**src/rtl/uart_frame_packetizer.sv**
```systemverilog
// uart_frame_packetizer: FIFO-buffered UART transmitter wrapping bytes into SOF/LEN/payload/CSUM frames
module uart_frame_packetizer #(
  parameter int         CLK_FREQ    = 50000000,
  parameter int         BAUD_RATE   = 9600,
  parameter int         FIFO_DEPTH  = 16,
  parameter int         MAX_PAYLOAD = 8,
  parameter int         PARITY_EN   = 1,
  parameter int         PARITY_ODD  = 0,
  parameter int         STOP_BITS   = 1,
  parameter logic [7:0] SOF_BYTE    = 8'h7E
) (
  input  logic       clk,
  input  logic       rst,
  input  logic [7:0] data_in,
  input  logic       data_valid,
  input  logic       flush,
  input  logic       tx_ready,
  output logic       serial_out,
  output logic       fifo_full,
  output logic       fifo_empty,
  output logic       overflow,
  output logic       tx_busy,
  output logic       frame_done
);
  localparam int CPB = CLK_FREQ / BAUD_RATE;
  localparam int CTW = $clog2(CPB);
  localparam int AW = $clog2(FIFO_DEPTH);
  localparam int CW = AW + 1;
  localparam logic [CTW-1:0] CLAST = CTW'(CPB - 1);
  localparam logic [3:0] BLAST = 4'(8 + PARITY_EN + STOP_BITS);
  localparam logic [CW-1:0] MAXC = CW'(MAX_PAYLOAD);
  localparam logic [CW-1:0] DEPTH = CW'(FIFO_DEPTH);
  localparam logic PODD = PARITY_ODD != 0;
  typedef enum logic [2:0] {IDLE, SOF, LEN, PAY, CSUM} state_t;
  state_t state;
  logic [7:0] mem [FIFO_DEPTH];
  logic [AW-1:0] wr_ptr, rd_ptr;
  logic [CW-1:0] count;
  logic [7:0] cur, len, csum, sent, head, launch_len;
  logic [3:0] bit_idx;
  logic [CTW-1:0] clk_cnt;
  logic flush_lat, wr, pop, launch, bit_end, byte_end;
  function automatic logic bit_val(input logic [7:0] d, input logic [3:0] i);
    return i == 4'd0 ? 1'b0 :
           i <= 4'd8 ? d[3'(i - 4'd1)] :
           (PARITY_EN != 0 && i == 4'd9) ? (^d) ^ PODD : 1'b1;
  endfunction
  assign fifo_full = count == DEPTH;
  assign fifo_empty = count == '0;
  assign wr = data_valid && !fifo_full;
  assign head = mem[rd_ptr];
  assign launch = state == IDLE && tx_ready && (count >= MAXC || (flush_lat && count != '0));
  assign launch_len = count >= MAXC ? 8'(MAX_PAYLOAD) : 8'(count);
  assign bit_end = state != IDLE && clk_cnt == CLAST;
  assign byte_end = bit_end && bit_idx == BLAST;
  // a pop happens exactly when the next byte slot is loaded with a payload byte
  assign pop = byte_end && (state == LEN || (state == PAY && sent != len));
  always_ff @(posedge clk)
    if (wr) mem[wr_ptr] <= data_in;
  always_ff @(posedge clk) begin
    if (rst) begin
      state <= IDLE;
      wr_ptr <= '0;
      rd_ptr <= '0;
      count <= '0;
      flush_lat <= 1'b0;
      serial_out <= 1'b1;
      tx_busy <= 1'b0;
      frame_done <= 1'b0;
      overflow <= 1'b0;
      cur <= '0;
      len <= '0;
      csum <= '0;
      sent <= '0;
      bit_idx <= '0;
      clk_cnt <= '0;
    end else begin
      overflow <= data_valid && fifo_full;
      frame_done <= 1'b0;
      if (wr) wr_ptr <= wr_ptr + 1'b1;
      if (pop) rd_ptr <= rd_ptr + 1'b1;
      count <= count + CW'(wr) - CW'(pop);
      flush_lat <= (flush && !(state == IDLE && count == '0)) || (flush_lat && !launch);
      if (launch) begin
        state <= SOF;
        tx_busy <= 1'b1;
        serial_out <= 1'b0;
        cur <= SOF_BYTE;
        len <= launch_len;
        csum <= launch_len;
        sent <= '0;
        bit_idx <= '0;
        clk_cnt <= '0;
      end else if (state != IDLE) begin
        clk_cnt <= bit_end ? '0 : clk_cnt + 1'b1;
        if (byte_end) begin
          bit_idx <= '0;
          serial_out <= 1'b0;
          if (state == CSUM) begin
            state <= IDLE;
            tx_busy <= 1'b0;
            frame_done <= 1'b1;
            serial_out <= 1'b1;
          end else if (state == SOF) begin
            state <= LEN;
            cur <= len;
          end else if (pop) begin
            state <= PAY;
            cur <= head;
            csum <= csum ^ head;
            sent <= sent + 8'd1;
          end else begin
            state <= CSUM;
            cur <= csum;
          end
        end else if (bit_end) begin
          bit_idx <= bit_idx + 4'd1;
          serial_out <= bit_val(cur, bit_idx + 4'd1);
        end
      end
    end
  end
endmodule

```
**config.mk**
```make
export PLATFORM = sky130hd
export DESIGN_NAME = uart_frame_packetizer
export DESIGN_NICKNAME = d
export VERILOG_FILES = /design/src/rtl/uart_frame_packetizer.sv
export SDC_FILE = /design/constraint.sdc
export NUM_CORES = 1
export LEC_CHECK = 0
export BUFFER_PORTS_ARGS = -buffer_cell sky130_fd_sc_hd__buf_2
export CORE_ASPECT_RATIO = 0.9
export CORE_MARGIN = 2
export CORE_UTILIZATION = 45
export CTS_CLUSTER_DIAMETER = 150
export DETAILED_ROUTE_END_ITERATION = 10
export PLACE_DENSITY = 0.59
export SLEW_MARGIN = 20
export SYNTH_ARGS = -nofsm -noshare
export SYNTH_HDL_FRONTEND = slang
export SYNTH_SLANG_ARGS = --single-unit
```
**constraint.sdc**
```tcl
create_clock -name clk -period 6.1 [get_ports clk]
set_clock_uncertainty 0.05 [all_clocks]
set_input_delay 0.61 -clock clk [delete_from_list [all_inputs] [get_ports clk]]
set_output_delay 0.61 -clock clk [all_outputs]
set_load 0.01 [all_outputs]
```
==> run metrics, run 1 <==
status complete, no violations; Setup Slack @ Placement 2.765 ns; Initial Utilization 0.4566; synthesized area per cell 13.73 µm²; gpl congestion 0.7863; initial antenna violation count 0; Slew Limit Headroom 0.2978; Post-CTS Setup Bufs 0; CTS max path bufs 2; Arr. time, crit path 3.61 ns; Root Buffer clkbuf_16; vias 5,175; setup ws final 2.743 ns; pin count of the biggest net entering global routing 35; Synth top area share 0.4408; die width 150.7 µm; type of origin of the critical path register; die area 0.02051 mm²; r2r startpoint state[0]; hold crit path type input pin to register; Setup TNS 0 ns; initial drt markers 324; wire per inst 19.54 µm; Comb pwr share 0.151; DRC Markers 0; PD cells 333.1 mW/mm²; # fillers 1,621; kind of critical path register to register; core box area 0.01910 mm²; dominant cells by area after synthesis edfxtp_1, dfxtp_1, mux4_2; number of flops mapped to enable cells by yosys 128; Synth area leader edfxtp_1; final count of hold timing violations 0; clock power share 0.356; Peak Freq 0.2979 GHz; Worst path slowest cell dfxtp_1; kind of end point of the critical path register; async set or reset register ratio after synthesis 0; P_leak 3.141 nW; ant diodes 0; clock-pin slew on the worst setup and hold paths 0.08 ns; FP Rows 48; switching power total 924.2 µW; crit path cell chain nor4b_1, and4_4, a2111o_1, inv_1, ha_1, inv_1, ha_1, fa_1, a21oi_1, nor2_1, nor2_1, xnor2_1, nor2_1; Remaining Overflow, GRT 0; largest incremental delay on the critical path 0.49 ns; Finished Layout Cells 913; Syn Nets 667; worst hold slack 0.3550 ns; Distinct cells, synth 68; FF-to-FF path depth 13; drt pass-1 iters 5; post-synthesis register bit count 199; Critical Path End count[4]; Most used DFF post-synth edfxtp_1; Pint 2.273 mW; sequential share of power 0.493; Final period util 0.5504; fin area 0.009598 mm²; final WL 17.84 mm; launch point of the worst path state[0]; CTS Buf Count 17; Syn Inst Count 635; Max-Cap Viols 0; max-slew violations 0; fin util 0.5026; CTS hold repair buffers 0; All-Layer GR Usage 0.1825; clock tree sinks 199; Crit Path Max Fanout 12; reg2reg setup slack 2.74 ns; cell count after placement 881; worst path required time 6.36 ns; RSZ-0062 raised after global routing false; Die Y 136.1 µm; Area Overhead vs Synth 10.07%; reg-to-reg endpoint count[4]; vias per cell 5.668; dpl hpwl 11.69 mm; post-synthesis cell area 0.008720 mm²; Pwr Total 3.197 mW; dpl cell area 0.008984 mm²; # H-tree levels 4; layout cells sized above 1 0.1342; sw frac 0.2891; Routed Antenna Nets 0; top-level port count 19; sequential cell area fraction in the yosys report 0.6038; I/O Buffers 18; cell repeated most along the worst path nor2_1; first-pass GRT wire length 27.86 mm; latest clock arrival within the worst-skew pair 0.44 ns; Final setup viols 0; min cycle time layout 3.357 ns; IR drop worst, VDD 0.2067 mV; layout net count 682; Syn. warnings 0; vias in the first global route 5,015; Slew @ Worst Pin 1.049 ns; Gates resized, CTS repair 0; CTS tree built
[routing by layer]
| metal | track usage | vias to the layer above | routed length [µm] |
|---|---|---|---|
| li1 | - | 2459 | - |
| met1 | 0.2370 | 2590 | 8083 |
| met2 | 0.3040 | 102 | 8774 |
| met3 | 0.04295 | 24 | 706 |
| met4 | 0.05919 | 0 | 274 |
| met5 | 0 | - | 0 |
[cells in the mapped netlist (3+ instances only)]
master,number
buf_2,8
nand2b_1,6
nand4_1,9
mux4_1,15
or3_1,11
o211ai_1,3
a31oi_1,6
dfxtp_1,71
mux4_2,20
clkbuf_1,9
nor3_1,12
a311oi_1,5
and2_1,3
a21oi_1,36
mux2_2,3
edfxtp_1,128
nor2_1,47
mux2i_1,20
ha_1,18
buf_4,4
nor4bb_1,3
o21ai_1,3
a221oi_1,3
buf_6,3
o21ai_0,12
xor2_1,8
nand2_1,45
inv_1,22
nand3_1,14
o311a_1,4
xnor2_1,24
o31ai_1,5
and3_1,4
o221ai_1,3
nor2b_1,5
[layout by cell type (no fill, tap or decap), drive strengths merged, types with 17 or more instances in the layout]
master	netlist	routed
a21oi	36	36
buf	19	25
clkbuf	10	17
dfxtp	71	71
edfxtp	128	128
ha	18	18
inv	23	31
mux2i	20	20
mux4	35	35
nand2	45	45
nor2	47	47
xnor2	24	24
[power by group through the flow]
stage / clock (mW) / sequential, mW / combinational, mW
detailed placement: 0 / 1.61 / 0.482
CTS: 1.17 / 1.58 / 0.486
finish: 1.14 / 1.58 / 0.483
global placement: 0 / 1.60 / 0.476
global route: 1.21 / 1.59 / 0.540
floorplan: 0 / 1.59 / 0.367
[layout make-up]
type / instances / area (µm²) / share of cell area
Inverter: 23 / 86.33 / 0.008995
Clock buffer: 17 / 425.4 / 0.04432
Timing Repair Buffer: 25 / 142.6 / 0.01486
Multi-Input combinational cell: 384 / 3176 / 0.3309
Tap cell: 250 / 312.8 / 0.03259
Sequential cell: 199 / 5266 / 0.5487
Clock inverter: 15 / 188.9 / 0.01968
[how the worst min path moves through the flow]
stage,end,from,cells past startpoint,slack [ns]
floorplan,csum[5],csum[5],2,0.40
global placement,csum[6],csum[6],2,0.41
detailed placement,csum[5],csum[5],2,0.41
CTS,overflow,data_valid,2,0.34
global route,overflow,data_valid,2,0.35
finish,overflow,data_valid,2,0.36
[kinds of logic (layout without fill, tap and decap cells)]
family / count (synthesis) / in the layout / share of synthesized area
fa+ha+maj: 20 / 20 / 0.02927
flops: 199 / 199 / 0.6038
simple gates: 179 / 179 / 0.1060
compound gates: 95 / 95 / 0.07304
mux: 58 / 58 / 0.1237
buf+inv: 52 / 80 / 0.03200
xor+xnor: 32 / 32 / 0.03214
[state kept, by name (all words and copies together), names as in the netlist, named ones only]
signal and flops:
rd_ptr 4, frame_done 1, csum 8, clk_cnt 13, overflow 1, mem 128, len 5, count 5
flush_lat 1, cur 8, state 3, serial_out 1, bit_idx 4, sent 8, wr_ptr 4, tx_busy 1
[worst max-delay path: cells and delay by family (launching register included)]
kind / cells / cell delay (ns)
XOR/XNOR: 1 / 0.13
adder cells (fa/ha/maj): 3 / 0.92
AO/OA/AOI/OAI: 2 / 0.50
AND/OR/NAND/NOR: 5 / 0.90
flip-flops: 1 / 0.49
buffers and inverters: 2 / 0.23
Power figures use the tool's default switching activity.
==> inputs of run 2 (changes only) <==
PLACE_DENSITY = 0.62   (was 0.59)
clock period = 2.8 ns   (was 6.1 ns; I/O delays follow)
==> run 2 against run 1 <==
  * Sequential power increased by 120%
  * Sequential share of layout area fell by 2.0 points
  * First-iteration DRC count is 41% higher
  * Clock-buffer cell count is the same
  * Register-to-register slack got worse by 2.7 ns
  * Largest power group unchanged
  * Highest routed layer unchanged
==> run metrics, run 2 (synthesized netlist as in run 1, its figures left out) <==
status complete, no violations; Slew @ Worst Pin 0.7774 ns (-0.2721 ns); Area Overhead vs Synth 14.39%; RSZ-0062 raised after global routing true; ant diodes 0 (unchanged); most flop-heavy register mem; Slew Limit Headroom 0.4817 (+0.1840); layout cells sized above 1 0.2057 (+0.07144); initial antenna violation count 0 (unchanged); # fillers 1,590 (-1.9%); fin util 0.5223 (+0.01972); vias in the first global route 5,357 (+6.8%); FP Rows 48 (unchanged); P_leak 3.354 nW (+6.8%); biggest regs mem (128), clk_cnt (13); Remaining Overflow, GRT 0 (unchanged); hold crit path type input pin to register; dpl cell area 0.009305 mm² (+3.6%); core box area 0.01910 mm² (unchanged); pin count of the biggest net entering global routing 35 (unchanged); max FFs per register 128 (unchanged); initial drt markers 457 (+41%); top-level port count 19 (unchanged); final count of hold timing violations 0 (unchanged); IR drop worst, VDD 0.3937 mV (+90%); Die Y 136.1 µm (unchanged); dpl hpwl 12.78 mm (+9.4%); layout net count 724 (+6.2%); setup ws final 0.08028 ns (-2.663 ns); wire per inst 19.26 µm (-1.4%); CTS max path bufs 2 (unchanged); # H-tree levels 4 (unchanged); DRC Markers 0 (unchanged); Arr. time, crit path 2.98 ns (-0.63 ns); register area 0.005278 mm² (+0.21%); Routed Antenna Nets 0 (unchanged); Peak Freq 0.3677 GHz (+23%); Initial Utilization 0.4566 (unchanged); Setup Slack @ Placement 0.003205 ns (-2.762 ns); I/O Buffers 18 (unchanged); vias per cell 5.752 (+1.5%); Final period util 0.9713 (+0.4210); Max-Cap Viols 0 (unchanged); die width 150.7 µm (unchanged); gpl congestion 0.8105 (+3.1%); CTS Buf Count 17 (unchanged); max-slew violations 0 (unchanged); clock tree sinks 199 (unchanged); die area 0.02051 mm² (unchanged); commonest non-fill, non-tap cell in the layout edfxtp_1; All-Layer GR Usage 0.1911 (+0.008539); area of the multi-input gates 0.003249 mm² (+2.3%); most frequent cells in the layout edfxtp_1, dfxtp_1, buf_4, nor2_1, nand2_1; clock-pin slew on the worst setup and hold paths 0.07 ns (about the same); PD cells 700.3 mW/mm² (+110%); Root Buffer clkbuf_16; Final setup viols 0 (unchanged); latest clock arrival within the worst-skew pair 0.45 ns (about the same); type of origin of the critical path register; first-pass GRT wire length 29.39 mm (+5.5%); kind of critical path register to register; fin area 0.009975 mm² (+3.9%); drt pass-1 iters 7 (+2); worst path required time 3.06 ns (-3.30 ns); kind of end point of the critical path register; min cycle time layout 2.720 ns (-0.6374 ns); vias 5,493 (+6.1%); worst hold slack 0.02203 ns (-0.3330 ns); Crit Path Max Fanout 3 (-9); CTS tree built; final WL 18.39 mm (+3.1%)
## run 2: critical path, cell delays in order, from the launching register on
cell	delay (ns)
dfxtp_4	0.36
nor4bb_4	0.28
nand4_1	0.19
a2111o_1	0.43
inv_2	0.12
ha_4	0.13
inv_2	0.04
ha_4	0.15
fa_2	0.39
a21oi_2	0.12
nor2_1	0.05
nor2_1	0.12
xnor2_1	0.12
nor2_1	0.05
## run 2: path summary, 6_finish.rpt
path              startpoint        to  slack [ns]  cells past startpoint
hold / removal    data_valid  overflow        0.02                      2
setup / recovery  clk_cnt[9]  count[4]        0.08                     13
setup reg to reg  clk_cnt[9]  count[4]        0.08                     13
hold reg to reg      tx_busy   tx_busy        0.44                      2
## run 2: what timing repair did
item	in CTS	in global routing
resized for setup	1	14
setup buffers	0	3
pin swaps	0	8
hold buffers	0	0
setup endpoints to repair	1	6
## run 2: metal layers
metal | up-vias | global-route usage | wire [µm]
met4 | 0 | 0.05867 | 342
met2 | 149 | 0.3078 | 8684
met5 | - | 0 | 0
met1 | 2779 | 0.2618 | 8492
li1 | 2539 | - | -
met3 | 26 | 0.04027 | 875
## run 2: final cells by class
type	instances	area share
sequential	199	0.5291
tap	250	0.03136
clock inverter	15	0.01530
clock buffer	17	0.04265
multi-input combinational	384	0.3258
inverter	23	0.008655
timing repair buffer	67	0.04717
## run 2: through the flow
| stage | instances | TNS, ns | power [mW] |
|---|---|---|---|
| 6_report | 955 | 0 | 6.985 |
| 5_1_grt | 955 | -0.09045 | 7.297 |
| 4_1_cts | 952 | 0 | 7.010 |
| 3_5_place_dp | 920 | 0 | 4.619 |
| 3_3_place_gp | 920 | 0 | 4.587 |
| 2_1_floorplan | 635 | 0 | 4.266 |
## run 2: power by group
group | internal (mW) | switching [mW] | total [mW]
clock network | 1.19 | 1.21 | 2.40
logic | 0.495 | 0.650 | 1.15
registers | 3.30 | 0.140 | 3.44
total | 4.98 | 2.00 | 6.98
